==> src/rtl/arb_pkg.sv <==
// Shared types for the instruction/data sram-like bus arbiter:
// owner IDs, access size codes and the muxed request bundle.
package arb_pkg;

    typedef enum logic {
        OWN_INST = 1'b0,
        OWN_DATA = 1'b1
    } owner_e;

    typedef enum logic [1:0] {
        SIZE_B = 2'd0,
        SIZE_H = 2'd1,
        SIZE_W = 2'd2
    } size_e;

    typedef struct packed {
        logic        wr;
        logic [1:0]  size;
        logic [3:0]  wstrb;
        logic [31:0] addr;
        logic [31:0] wdata;
    } sram_req_t;

endpackage

==> src/rtl/owner_fifo.sv <==
// In-order record of which master owns each accepted-but-unanswered
// transaction; head is the owner of the next response from memory.
module owner_fifo
    import arb_pkg::*;
#(
    parameter int DEPTH = 2
) (
    input  logic   clk,
    input  logic   reset,
    input  logic   push,
    input  owner_e push_owner,
    input  logic   pop,
    output logic   full,
    output logic   empty,
    output owner_e head
);

    localparam int PTR_W = (DEPTH > 1) ? $clog2(DEPTH) : 1;
    localparam int CNT_W = $clog2(DEPTH + 1);

    owner_e           mem_q [DEPTH];
    logic [PTR_W-1:0] wr_ptr_q, wr_ptr_d;
    logic [PTR_W-1:0] rd_ptr_q, rd_ptr_d;
    logic [CNT_W-1:0] count_q, count_d;
    logic             do_push, do_pop;

    function automatic logic [PTR_W-1:0] ptr_inc(input logic [PTR_W-1:0] p);
        return (p == PTR_W'(DEPTH - 1)) ? '0 : p + PTR_W'(1);
    endfunction

    assign full    = (count_q == CNT_W'(DEPTH));
    assign empty   = (count_q == '0);
    assign head    = mem_q[rd_ptr_q];
    assign do_push = push & ~full;
    assign do_pop  = pop & ~empty;

    always_comb begin
        // NOTE: every output gets a default first so no path leaves it unassigned (no latch).
        wr_ptr_d = wr_ptr_q;
        rd_ptr_d = rd_ptr_q;
        count_d  = count_q;
        if (do_push) wr_ptr_d = ptr_inc(wr_ptr_q);
        if (do_pop)  rd_ptr_d = ptr_inc(rd_ptr_q);
        if (do_push && !do_pop)      count_d = count_q + CNT_W'(1);
        else if (!do_push && do_pop) count_d = count_q - CNT_W'(1);
    end

    always_ff @(posedge clk or posedge reset) begin
        // NOTE: non-blocking so every flop samples the pre-edge values, independent of statement order.
        if (reset) begin
            wr_ptr_q <= '0;
            rd_ptr_q <= '0;
            count_q  <= '0;
        end else begin
            wr_ptr_q <= wr_ptr_d;
            rd_ptr_q <= rd_ptr_d;
            count_q  <= count_d;
        end
    end

    // NOTE: storage is not reset; count_q alone decides which entries are valid.
    always_ff @(posedge clk) begin
        if (do_push) mem_q[wr_ptr_q] <= push_owner;
    end

endmodule

==> src/rtl/sram_bus_arbiter.sv <==
// Shares one sram-like memory port between the instruction and data masters:
// priority grant with anti-starvation, request lock, in-order response routing.
module sram_bus_arbiter
    import arb_pkg::*;
#(
    parameter int OUTSTANDING = 2,
    parameter int STARVE_MAX  = 4
) (
    input  logic        clk,
    input  logic        reset,
    input  logic        inst_req,
    input  logic        inst_wr,
    input  logic [1:0]  inst_size,
    input  logic [3:0]  inst_wstrb,
    input  logic [31:0] inst_addr,
    input  logic [31:0] inst_wdata,
    output logic        inst_addr_ok,
    output logic        inst_data_ok,
    output logic [31:0] inst_rdata,
    input  logic        data_req,
    input  logic        data_wr,
    input  logic [1:0]  data_size,
    input  logic [3:0]  data_wstrb,
    input  logic [31:0] data_addr,
    input  logic [31:0] data_wdata,
    output logic        data_addr_ok,
    output logic        data_data_ok,
    output logic [31:0] data_rdata,
    output logic        mem_req,
    output logic        mem_wr,
    output logic [1:0]  mem_size,
    output logic [3:0]  mem_wstrb,
    output logic [31:0] mem_addr,
    output logic [31:0] mem_wdata,
    input  logic        mem_addr_ok,
    input  logic        mem_data_ok,
    input  logic [31:0] mem_rdata,
    output logic        proto_err
);

    localparam int STARVE_W = $clog2(STARVE_MAX + 1);

    sram_req_t           inst_bus, data_bus, mem_bus;
    owner_e              grant, head_owner;
    owner_e              lock_id_q, lock_id_d;
    logic                lock_q, lock_d;
    logic [STARVE_W-1:0] starve_cnt_q, starve_cnt_d;
    logic                proto_err_q, proto_err_d;
    logic                grant_req, accept, resp_valid;
    logic                fifo_full, fifo_empty;

    assign inst_bus = '{wr: inst_wr, size: inst_size, wstrb: inst_wstrb,
                        addr: inst_addr, wdata: inst_wdata};
    assign data_bus = '{wr: data_wr, size: data_size, wstrb: data_wstrb,
                        addr: data_addr, wdata: data_wdata};

    // A locked grant keeps the presented request stable until the slave takes it.
    always_comb begin
        grant = OWN_DATA;
        if (lock_q)
            grant = lock_id_q;
        else if (inst_req && (starve_cnt_q == STARVE_W'(STARVE_MAX) || !data_req))
            grant = OWN_INST;
    end

    assign grant_req = (grant == OWN_DATA) ? data_req : inst_req;
    assign mem_bus   = (grant == OWN_DATA) ? data_bus : inst_bus;

    // fifo_full is registered state, so mem_data_ok never reaches mem_req.
    assign mem_req   = grant_req & ~fifo_full;
    assign mem_wr    = mem_bus.wr;
    assign mem_size  = mem_bus.size;
    assign mem_wstrb = mem_bus.wstrb;
    assign mem_addr  = mem_bus.addr;
    assign mem_wdata = mem_bus.wdata;

    assign accept       = mem_req & mem_addr_ok;
    assign inst_addr_ok = accept & (grant == OWN_INST);
    assign data_addr_ok = accept & (grant == OWN_DATA);

    assign resp_valid   = mem_data_ok & ~fifo_empty;
    assign inst_data_ok = resp_valid & (head_owner == OWN_INST);
    assign data_data_ok = resp_valid & (head_owner == OWN_DATA);
    assign inst_rdata   = mem_rdata;
    assign data_rdata   = mem_rdata;
    assign proto_err    = proto_err_q;

    always_comb begin
        lock_d       = mem_req & ~mem_addr_ok;
        lock_id_d    = grant;
        proto_err_d  = proto_err_q | (mem_data_ok & fifo_empty);
        starve_cnt_d = starve_cnt_q;
        if (!inst_req || (accept && grant == OWN_INST))
            starve_cnt_d = '0;
        else if (accept && starve_cnt_q != STARVE_W'(STARVE_MAX))
            starve_cnt_d = starve_cnt_q + STARVE_W'(1);
    end

    always_ff @(posedge clk or posedge reset) begin
        if (reset) begin
            lock_q       <= 1'b0;
            lock_id_q    <= OWN_DATA;
            starve_cnt_q <= '0;
            proto_err_q  <= 1'b0;
        end else begin
            lock_q       <= lock_d;
            lock_id_q    <= lock_id_d;
            starve_cnt_q <= starve_cnt_d;
            proto_err_q  <= proto_err_d;
        end
    end

    owner_fifo #(
        .DEPTH(OUTSTANDING)
    ) u_fifo (
        .clk       (clk),
        .reset     (reset),
        .push      (accept),
        .push_owner(grant),
        .pop       (mem_data_ok),
        .full      (fifo_full),
        .empty     (fifo_empty),
        .head      (head_owner)
    );

endmodule

==> config.mk <==
export PLATFORM = sky130hd
export DESIGN_NAME = sram_bus_arbiter
export DESIGN_NICKNAME = d
export VERILOG_FILES = /design/src/rtl/arb_pkg.sv /design/src/rtl/owner_fifo.sv /design/src/rtl/sram_bus_arbiter.sv
export SDC_FILE = /design/constraint.sdc
export NUM_CORES = 1
export LEC_CHECK = 0
export ABC_AREA = 0
export BUFFER_PORTS_ARGS = -buffer_cell sky130_fd_sc_hd__buf_2
export CAP_MARGIN = 20
export CORE_AREA = 2 2 124 126
export CTS_BUF_LIST = sky130_fd_sc_hd__clkbuf_16
export DETAILED_ROUTE_END_ITERATION = 10
export DIE_AREA = 0 0 126 128
export GPL_TIMING_DRIVEN = 0
export MAX_ROUTING_LAYER = met4
export PLACE_DENSITY = 0.51
export REMOVE_ABC_BUFFERS = 1
export SYNTH_ARGS = -nofsm -noshare
export SYNTH_HDL_FRONTEND = slang
export SYNTH_SLANG_ARGS = --single-unit
export TNS_END_PERCENT = 30
==> constraint.sdc <==
create_clock -name clk -period 2.5 [get_ports clk]
set_clock_uncertainty 0.05 [all_clocks]
set_input_delay 0.375 -clock clk [delete_from_list [all_inputs] [get_ports clk]]
set_output_delay 0.375 -clock clk [all_outputs]
set_load 0.05 [all_outputs]
==> results of run 1 <==
==> stage by stage <==
step	utilization	cells	setup slack, ns
after detailed placement	0.2001	545	-0.05630
after CTS	0.2513	565	-0.03147
final	0.2523	564	-0.01092
after floorplan	-	132	-1.466
after global routing	0.2523	564	-0.07039
after global placement	0.1976	544	-2.047
==> kinds of logic after synthesis <==
logic type      Yosys count  share of synthesized area
flops                    12                     0.1456
xor+xnor                  5                    0.02047
fa+ha+maj                 3                    0.01755
compound gates           11                    0.03977
simple gates             24                    0.05848
buf+inv                  77                     0.2696
mux                      72                     0.4485
==> worst max-delay path, stage by stage (launching register included) <==
cell and delay [ns]:
dfrtp_1 0.39, inv_2 0.08, ha_4 0.15, nand2_4 0.05
a211o_4 0.39, buf_12 0.15, buf_16 0.14, mux2_4 0.32
buf_6 0.16
==> routing by layer <==
layer | vias up | GRT usage
li1 | 986 | -
met1 | 1063 | 0.1544
met2 | 201 | 0.1733
met3 | 7 | 0.08180
met4 | 0 | 0.01939
met5 | - | -
==> power by group through the flow <==
stage               Clock [mW]  Combinational [mW]  Sequential (mW)
floorplan                    0                1.60            0.304
global placement             0                2.04            0.313
detailed placement           0                2.00            0.314
CTS                      0.305                2.59            0.314
global route             0.314                2.68            0.324
finish                   0.299                2.58            0.315
==> path summary, 6_finish.rpt <==
path	start	end	cells after the start
min	reset	lock_q	2
min reg2reg	proto_err	proto_err	1
min in group clk	mem_addr_ok	lock_q	2
max	starve_cnt_q[1]	mem_addr[1]	8
max in group asynchronous	reset	lock_id_q	2
max reg2reg	lock_q	u_fifo.count_q[1]	7
==> state kept, by name, indices dropped and copies added, names as in the netlist <==
signal,flops
starve_cnt_q,3
u_fifo.rd_ptr_q,1
u_fifo.wr_ptr_q,1
lock_id_q,1
proto_err,1
u_fifo.mem_q,2
u_fifo.count_q,2
lock_q,1
==> repair_timing <==
item                       in CTS  in global routing
gates cloned                    6                  0
resized for setup             147                 20
hold buffers                    0                  0
setup endpoints to repair      63                 71
buffers inserted               10                  1
pin swaps                       2                  2
==> layout by cell type, fill, tap and decap left out, drive strengths merged, types with 2 or more instances in the layout <==
master,n
a211o,2
a21oi,2
and2,2
buf,239
clkbuf,3
dfrtp,9
edfxtp,2
ha,3
inv,5
mux2,71
nand2,3
nor2,9
nor2b,3
nor3b,2
o2bb2ai,2
xnor2,3
xor2,2
==> cell type report <==
| class | count | share of cell area |
|---|---|---|
| repair buffers | 239 | 0.4728 |
| inverters | 5 | 0.005005 |
| clock inverters | 1 | 0.001001 |
| clock buffers | 3 | 0.02002 |
| multi-input cells | 116 | 0.3554 |
| well taps | 188 | 0.06273 |
| flip-flops and latches | 12 | 0.08308 |
==> Yosys cell counts, types with 2 or more instances <==
cell and instances:
buf_2 2, nand2_1 3, inv_1 5, edfxtp_1 2, mux2_2 25, mux2_4 40
nor2_1 9, and2_1 2, buf_4 64, xnor2_1 3, nor2b_1 3, xor2_1 2
a21oi_1 2, nor3b_1 2, o2bb2ai_1 2, buf_6 6, ha_1 3, dfrtp_1 9
mux2_1 6
==> impl_metrics.yaml, run 1 <==
timing:
  fin_ws_ns: -0.01092
  setup-tns-final_ns: -0.01092
  fin_crit_sh: 1.004
  finalCriticalPeriod_ns: 2.511
  hold_viol: 0
  fmax_mhz: 398.3
  max_slew.worst_pin.slew_ns: 0.5838
  slew_viol_final: 0
  worst_hold_slack_ns: 0.05134
  grt_setup_unrepaired: "yes"
  setup_viol: 1
  slew_headroom: 0.6067
global_route:
  antenna_found_initial: 0
  grtUsageTotal: 0.1252
  overflow: 0
  grt_pass1_wl_um: 14500
  grt_pass1_vias: 2251
  grt_max_degree: 15
layout:
  antenna_cells: 0
  postLayoutCellArea_um2: 3750
  syn_to_final_growth_pct: 75.26
  multiInputGateArea_um2: 1333
  final_nets: 560
  final-seq-area_um2: 311.5
  drive_gt1_frac: 0.8670
  fillerInstances: 1593
worst_setup_path:
  arrival_ns: 2.09
  crit_path_start_kind: "flop"
  critPathCaptureType: "output pin"
  cp.required_ns: 2.08
  reg2reg_slack_ns: 0.47
  worstSetupPathType: "flop to output pin"
  worstPathMaxFanout: 7
synthesis:
  yosysWarnings: 0
  async_flop_share: 0.8333
  seq_area_frac_synth: 0.1456
  yosysTopAreaCell: "mux2_4"
  synth_area_um2: 2140
  synth_area_per_cell_um2: 10.49
  syn_inst: 204
  synth_seq_cells: 12
  ys.flop_type: "dfrtp_1"
  synth.distinct_cells: 33
  synth_top_area_share: 0.2807
  synth_edf_count: 2
  synth.area.top_cells: "mux2_4 (28%), buf_4 (22%), mux2_2 (13%)"
detailed_routing:
  drt_first_pass_iters: 4
  post-route-drc-count: 0
  post_drt_wl_per_cell_um: 19.08
  ant_nets: 0
  wirelength_um: 10760
  vias: 2257
  dr_wl_met2_um: 4834
  drtIter0Drc: 86
  top_layer_used: "met4"
  wl_met1_um: 4271
  vias_per_cell: 4.002
  wl_met3_um: 1601
die:
  die-area_um2: 16130
  placementRows: 45
  die_h_um: 128
  die_x_um: 126
  ios: 321
  start_util: 0.1439
  core-area_um2: 14860
placement:
  gp_congestion: 0.7028
  hpwl_um: 7863
  post_dp_cell_area_um2: 2974
  io_buffers: 224
pwr:
  net-switching-power_mw: 1.605
  seqPwrFrac: 0.099
  power.density_nw_per_um2: 852.1
  total_power_mw: 3.195
  p_sw_frac: 0.5023
  peakVddDrop_uv: 355.7
  comb_power_share: 0.808
  p_leak_nw: 1.973
  p_int_mw: 1.590
  clock_power_share: 0.094
hold_path:
  hp-class: "primary input to async pin"
clock_network:
  cts_buffers: 3
  root_buffer: "clkbuf_16"
  clk_pin_slew_ns: 0.04
  htreeDepth: 1
  clock_path_buffers: 2
  cts_tree: "done"
  insertion_delay_ns: 0.25
  cts.sinks: 12
run_status:
  run_status: "finished, violations left"
  violations: "negative setup slack"
job:
  drv_cap: 0
Note: power is estimated with default switching activity, not from simulation.
==> run 2, diff against run 1 <==
Settings changed: CORE_AREA 2 2 124 126 to 2 2 125 127, DIE_AREA 0 0 126 128 to 0 0 127 129, PLACE_DENSITY 0.51 to 0.5, SLEW_MARGIN set to 5.
Clock period 2.5 ns to 3.2 ns, I/O delays scaled along.
==> impl_metrics.yaml, run 2 (same netlist as run 1, synthesis figures left out) <==
run_status:
  run_status: "complete, no violations"
die:
  ios: 321
  die_x_um: 127
  core-area_um2: 14980
  die-area_um2: 16380
  start_util: 0.1429
  placementRows: 45
  die_h_um: 129
placement:
  io_buffers: 224
  hpwl_um: 8512
  post_dp_cell_area_um2: 2974
  gp_congestion: 0.6934
pwr:
  p_sw_frac: 0.5579
  p_leak_nw: 1.679
  total_power_mw: 2.046
  power.density_nw_per_um2: 670.3
  net-switching-power_mw: 1.142
  peakVddDrop_uv: 228.9
  clock_power_share: 0.112
  seqPwrFrac: 0.119
  p_int_mw: 0.9047
  comb_power_share: 0.769
layout:
  syn_to_final_growth_pct: 42.69
  antenna_cells: 0
  largest_reg_flops: 3
  regMostFlops: "starve_cnt_q"
  final_cell_mix: "buf_2 (224), mux2_4 (40), mux2_2 (25), nor2_1 (9), dfrtp_1 (9)"
  drive_gt1_frac: 0.8227
  postLayoutCellArea_um2: 3053
  largestRegisters: "starve_cnt_q x3, u_fifo.count_q x2, u_fifo.mem_q x2"
  final_common_cell: "buf_2"
  final_nets: 545
timing:
  hold_viol: 0
  fin_crit_sh: 0.9288
  max_slew.worst_pin.slew_ns: 0.5906
  slew_headroom: 0.6021
  setup_viol: 0
  fmax_mhz: 336.4
  slew_viol_final: 0
  grt_setup_unrepaired: "no"
  setup-tns-final_ns: 0
  finalCriticalPeriod_ns: 2.972
detailed_routing:
  vias: 2136
  ant_nets: 0
  wirelength_um: 9696
  drt_first_pass_iters: 4
  post-route-drc-count: 0
  drtIter0Drc: 99
  post_drt_wl_per_cell_um: 17.66
  vias_per_cell: 3.891
worst_setup_path:
  crit_path_start_kind: "flop"
  worstSetupPathType: "flop to output pin"
  arrival_ns: 2.44
  critPathCapture: "mem_addr[21]"
  reg2reg_slack_ns: 1.18
  critPathCaptureType: "output pin"
  critPathLaunch: "starve_cnt_q[0]"
  worstRegToRegCells: 6
  worstPathMaxFanout: 45
  r2r-start: "lock_q"
  regToRegEndpoint: "u_fifo.count_q[1]"
  cp.required_ns: 2.67
global_route:
  grt_pass1_wl_um: 12190
  overflow: 0
  grt_pass1_vias: 1999
  antenna_found_initial: 0
  grt_max_degree: 46
  grtUsageTotal: 0.1053
clock_network:
  htreeDepth: 1
  cts_hold_buf: 0
  root_buffer: "clkbuf_16"
  cts_buffers: 3
  post-cts-setup-buffers: 0
  clock_path_buffers: 2
  cts_resized: 0
  cts_tree: "done"
  insertion_delay_ns: 0.24
  clk_pin_slew_ns: 0.04
  cts.sinks: 12
hold_path:
  hp-class: "primary input to async pin"
job:
  drv_cap: 0
run 2: metal layers:
metal / track usage / share of wire / up-vias
met5: - / 0 / -
met4: 0.01357 / 0.0044 / 0
met3: 0.08898 / 0.17 / 4
met2: 0.1331 / 0.42 / 203
met1: 0.1288 / 0.41 / 977
li1: - / - / 952
run 2: worst max-delay path, stage by stage, from the launching register on:
cell and delay, ns:
dfrtp_1 0.37, inv_1 0.07, ha_1 0.22, nand2_1 0.11
a211o_4 0.45, buf_16 0.31, mux2_2 0.40, buf_2 0.22
run 2: metrics by stage:
step                        util  hold slack (ns)  worst slack (ns)  instances
after floorplan                -           0.2695           -0.8709        132
after global placement    0.1962           0.3875            -1.517        544
after detailed placement  0.1986           0.3981            0.4029        545
after CTS                 0.2038           0.1862            0.2148        549
after global routing      0.2038           0.1995           0.08890        549
final                     0.2038           0.1672            0.2278        549
run 2: power by group through the flow:
stage                     Combinational [mW]  Sequential (mW)  Clock, mW
after floorplan                         1.25            0.238          0
after global placement                  1.61            0.243          0
after detailed placement                1.58            0.246          0
after CTS                               1.59            0.243      0.231
after global routing                    1.65            0.249      0.243
final                                   1.57            0.243      0.229
run 2: worst min path at each step:
| stage | slack (ns) | start | endpoint |
|---|---|---|---|
| floorplan | 0.27 | reset | lock_q |
| global placement | 0.39 | proto_err | proto_err |
| detailed placement | 0.40 | proto_err | proto_err |
| CTS | 0.19 | reset | proto_err |
| global route | 0.20 | reset | proto_err |
| finish | 0.17 | reset | proto_err |
run 2: final cells by class:
class	instances	area (um^2)
flip-flops and latches	12	311.5
clock buffers	3	75.07
repair buffers	225	1149
fillers	1665	11920
clock inverters	1	3.754
inverters	5	18.77
multi-input cells	115	1260
well taps	188	235.2
==> run 3, diff against run 2 <==
Settings changed: PLACE_DENSITY 0.5 to not set.
==> impl_metrics.yaml, run 3 (same netlist as run 1, synthesis figures left out) <==
layout:
  final_common_cell: "buf_2"
  fillerInstances: 1704
  largestRegisters: "starve_cnt_q x3, u_fifo.count_q x2, u_fifo.mem_q x2"
  multiInputGateArea_um2: 1260
  drive_gt1_frac: 0.8227
  antenna_cells: 0
  final_nets: 545
  final_cell_mix: "buf_2 (224), mux2_4 (40), mux2_2 (25), nor2_1 (9), dfrtp_1 (9)"
  largest_reg_flops: 3
  syn_to_final_growth_pct: 42.69
  regMostFlops: "starve_cnt_q"
  post-route-util: 0.2038
  final-seq-area_um2: 311.5
hold_path:
  hp-class: "primary input to async pin"
timing:
  setup_viol: 0
  setup-tns-final_ns: 0
  fin_crit_sh: 0.9188
  slew_viol_final: 0
  hold_viol: 0
  grt_setup_unrepaired: "no"
  max_slew.worst_pin.slew_ns: 0.6196
  finalCriticalPeriod_ns: 2.940
  fmax_mhz: 340.1
  slew_headroom: 0.5826
run_status:
  run_status: "complete, no violations"
worst_setup_path:
  cp_top_family: "buffers and inverters"
  reg2reg_slack_ns: 1.15
  crit_path_cell_trace: "inv_1 > ha_1 > nand2_1 > a211o_4 > buf_16 > mux2_4 > buf_2"
  worstRegToRegCells: 7
  cp.required_ns: 2.67
  max_stage_delay_ns: 0.49
  cp_slowest_cell: "a211o_4"
  crit_path_start_kind: "flop"
  arrival_ns: 2.41
  path_depth: 7
  worst-path-buf-inv: 3
  worstPathMaxFanout: 51
  worstSetupPathType: "flop to output pin"
  critPathCaptureType: "output pin"
pwr:
  total_power_mw: 2.040
  peakVddDrop_uv: 209.1
  p_leak_nw: 1.679
  power.density_nw_per_um2: 668.1
placement:
  io_buffers: 224
  hpwl_um: 8324
  gp_congestion: 0.8184
die:
  ios: 321
  die_h_um: 129
  die-area_um2: 16380
  core-area_um2: 14980
  placementRows: 45
  start_util: 0.1429
  die_x_um: 127
clock_network:
  root_buffer: "clkbuf_16"
  cts.sinks: 12
  clock_path_buffers: 2
  clk_pin_slew_ns: 0.04
  post-cts-setup-buffers: 0
  insertion_delay_ns: 0.24
  cts_resized: 0
  htreeDepth: 1
  cts_hold_buf: 0
  cts_tree: "done"
  cts_buffers: 3
job:
  drv_cap: 0
global_route:
  grt_pass1_vias: 1918
  grt_pass1_wl_um: 12290
  grt_max_degree: 52
  overflow: 0
  antenna_found_initial: 0
  grtUsageTotal: 0.1057
detailed_routing:
  wl_met1_um: 3942
  top_layer_used: "met3"
  wirelength_um: 9575
  post-route-drc-count: 0
  post_drt_wl_per_cell_um: 17.44
  drt_first_pass_iters: 6
  dr_wl_met2_um: 3880
  drtIter0Drc: 60
  ant_nets: 0
  vias: 2096
  vias_per_cell: 3.818
  wl_met3_um: 1752
run 3: worst paths after layout:
check                                    end       startpoint
max                             mem_wdata[2]  starve_cnt_q[0]
min                          u_fifo.rd_ptr_q            reset
max reg2reg                u_fifo.count_q[1]           lock_q
min reg2reg                        proto_err        proto_err
max in group asynchronous          lock_id_q            reset
min in group clk                      lock_q      mem_addr_ok
run 3: stage by stage:
stage	std cells	instance area, um^2	hold slack [ns]	setup WS (ns)
final	549	3053	0.1809	0.2600
after global placement	544	2938	0.3848	-1.717
after detailed placement	545	2974	0.3983	0.4217
after global routing	549	3053	0.2217	0.1371
after floorplan	132	1582	0.2695	-0.8709
after CTS	549	3053	0.2047	0.2430
run 3: per-layer routing:
layer,track usage,up-vias
met5,-,-
met4,0.005818,0
met3,0.09023,0
met2,0.1306,200
met1,0.1341,947
li1,-,949
run 3: worst register-to-register path, cell delays in order, from the launching register on:
cell and delay, ns:
dfrtp_1 0.40, or3b_2 0.47, o2111ai_2 0.20, inv_1 0.19
ha_1 0.23, xor2_1 0.14, nor2_1 0.13, xor2_1 0.16
run 3: cell type report:
type / instances / share of cell area
Sequential cell: 12 / 0.1020
Clock buffer: 3 / 0.02459
Multi-Input combinational cell: 115 / 0.4127
Timing Repair Buffer: 225 / 0.3762
Inverter: 5 / 0.006148
Tap cell: 188 / 0.07705
Clock inverter: 1 / 0.001230
run 3: power breakdown:
group,switching (mW),total [mW],internal [mW]
logic,1.03,1.57,0.535
registers,0.0400,0.244,0.204
clock network,0.0641,0.228,0.164
total,1.14,2.04,0.904
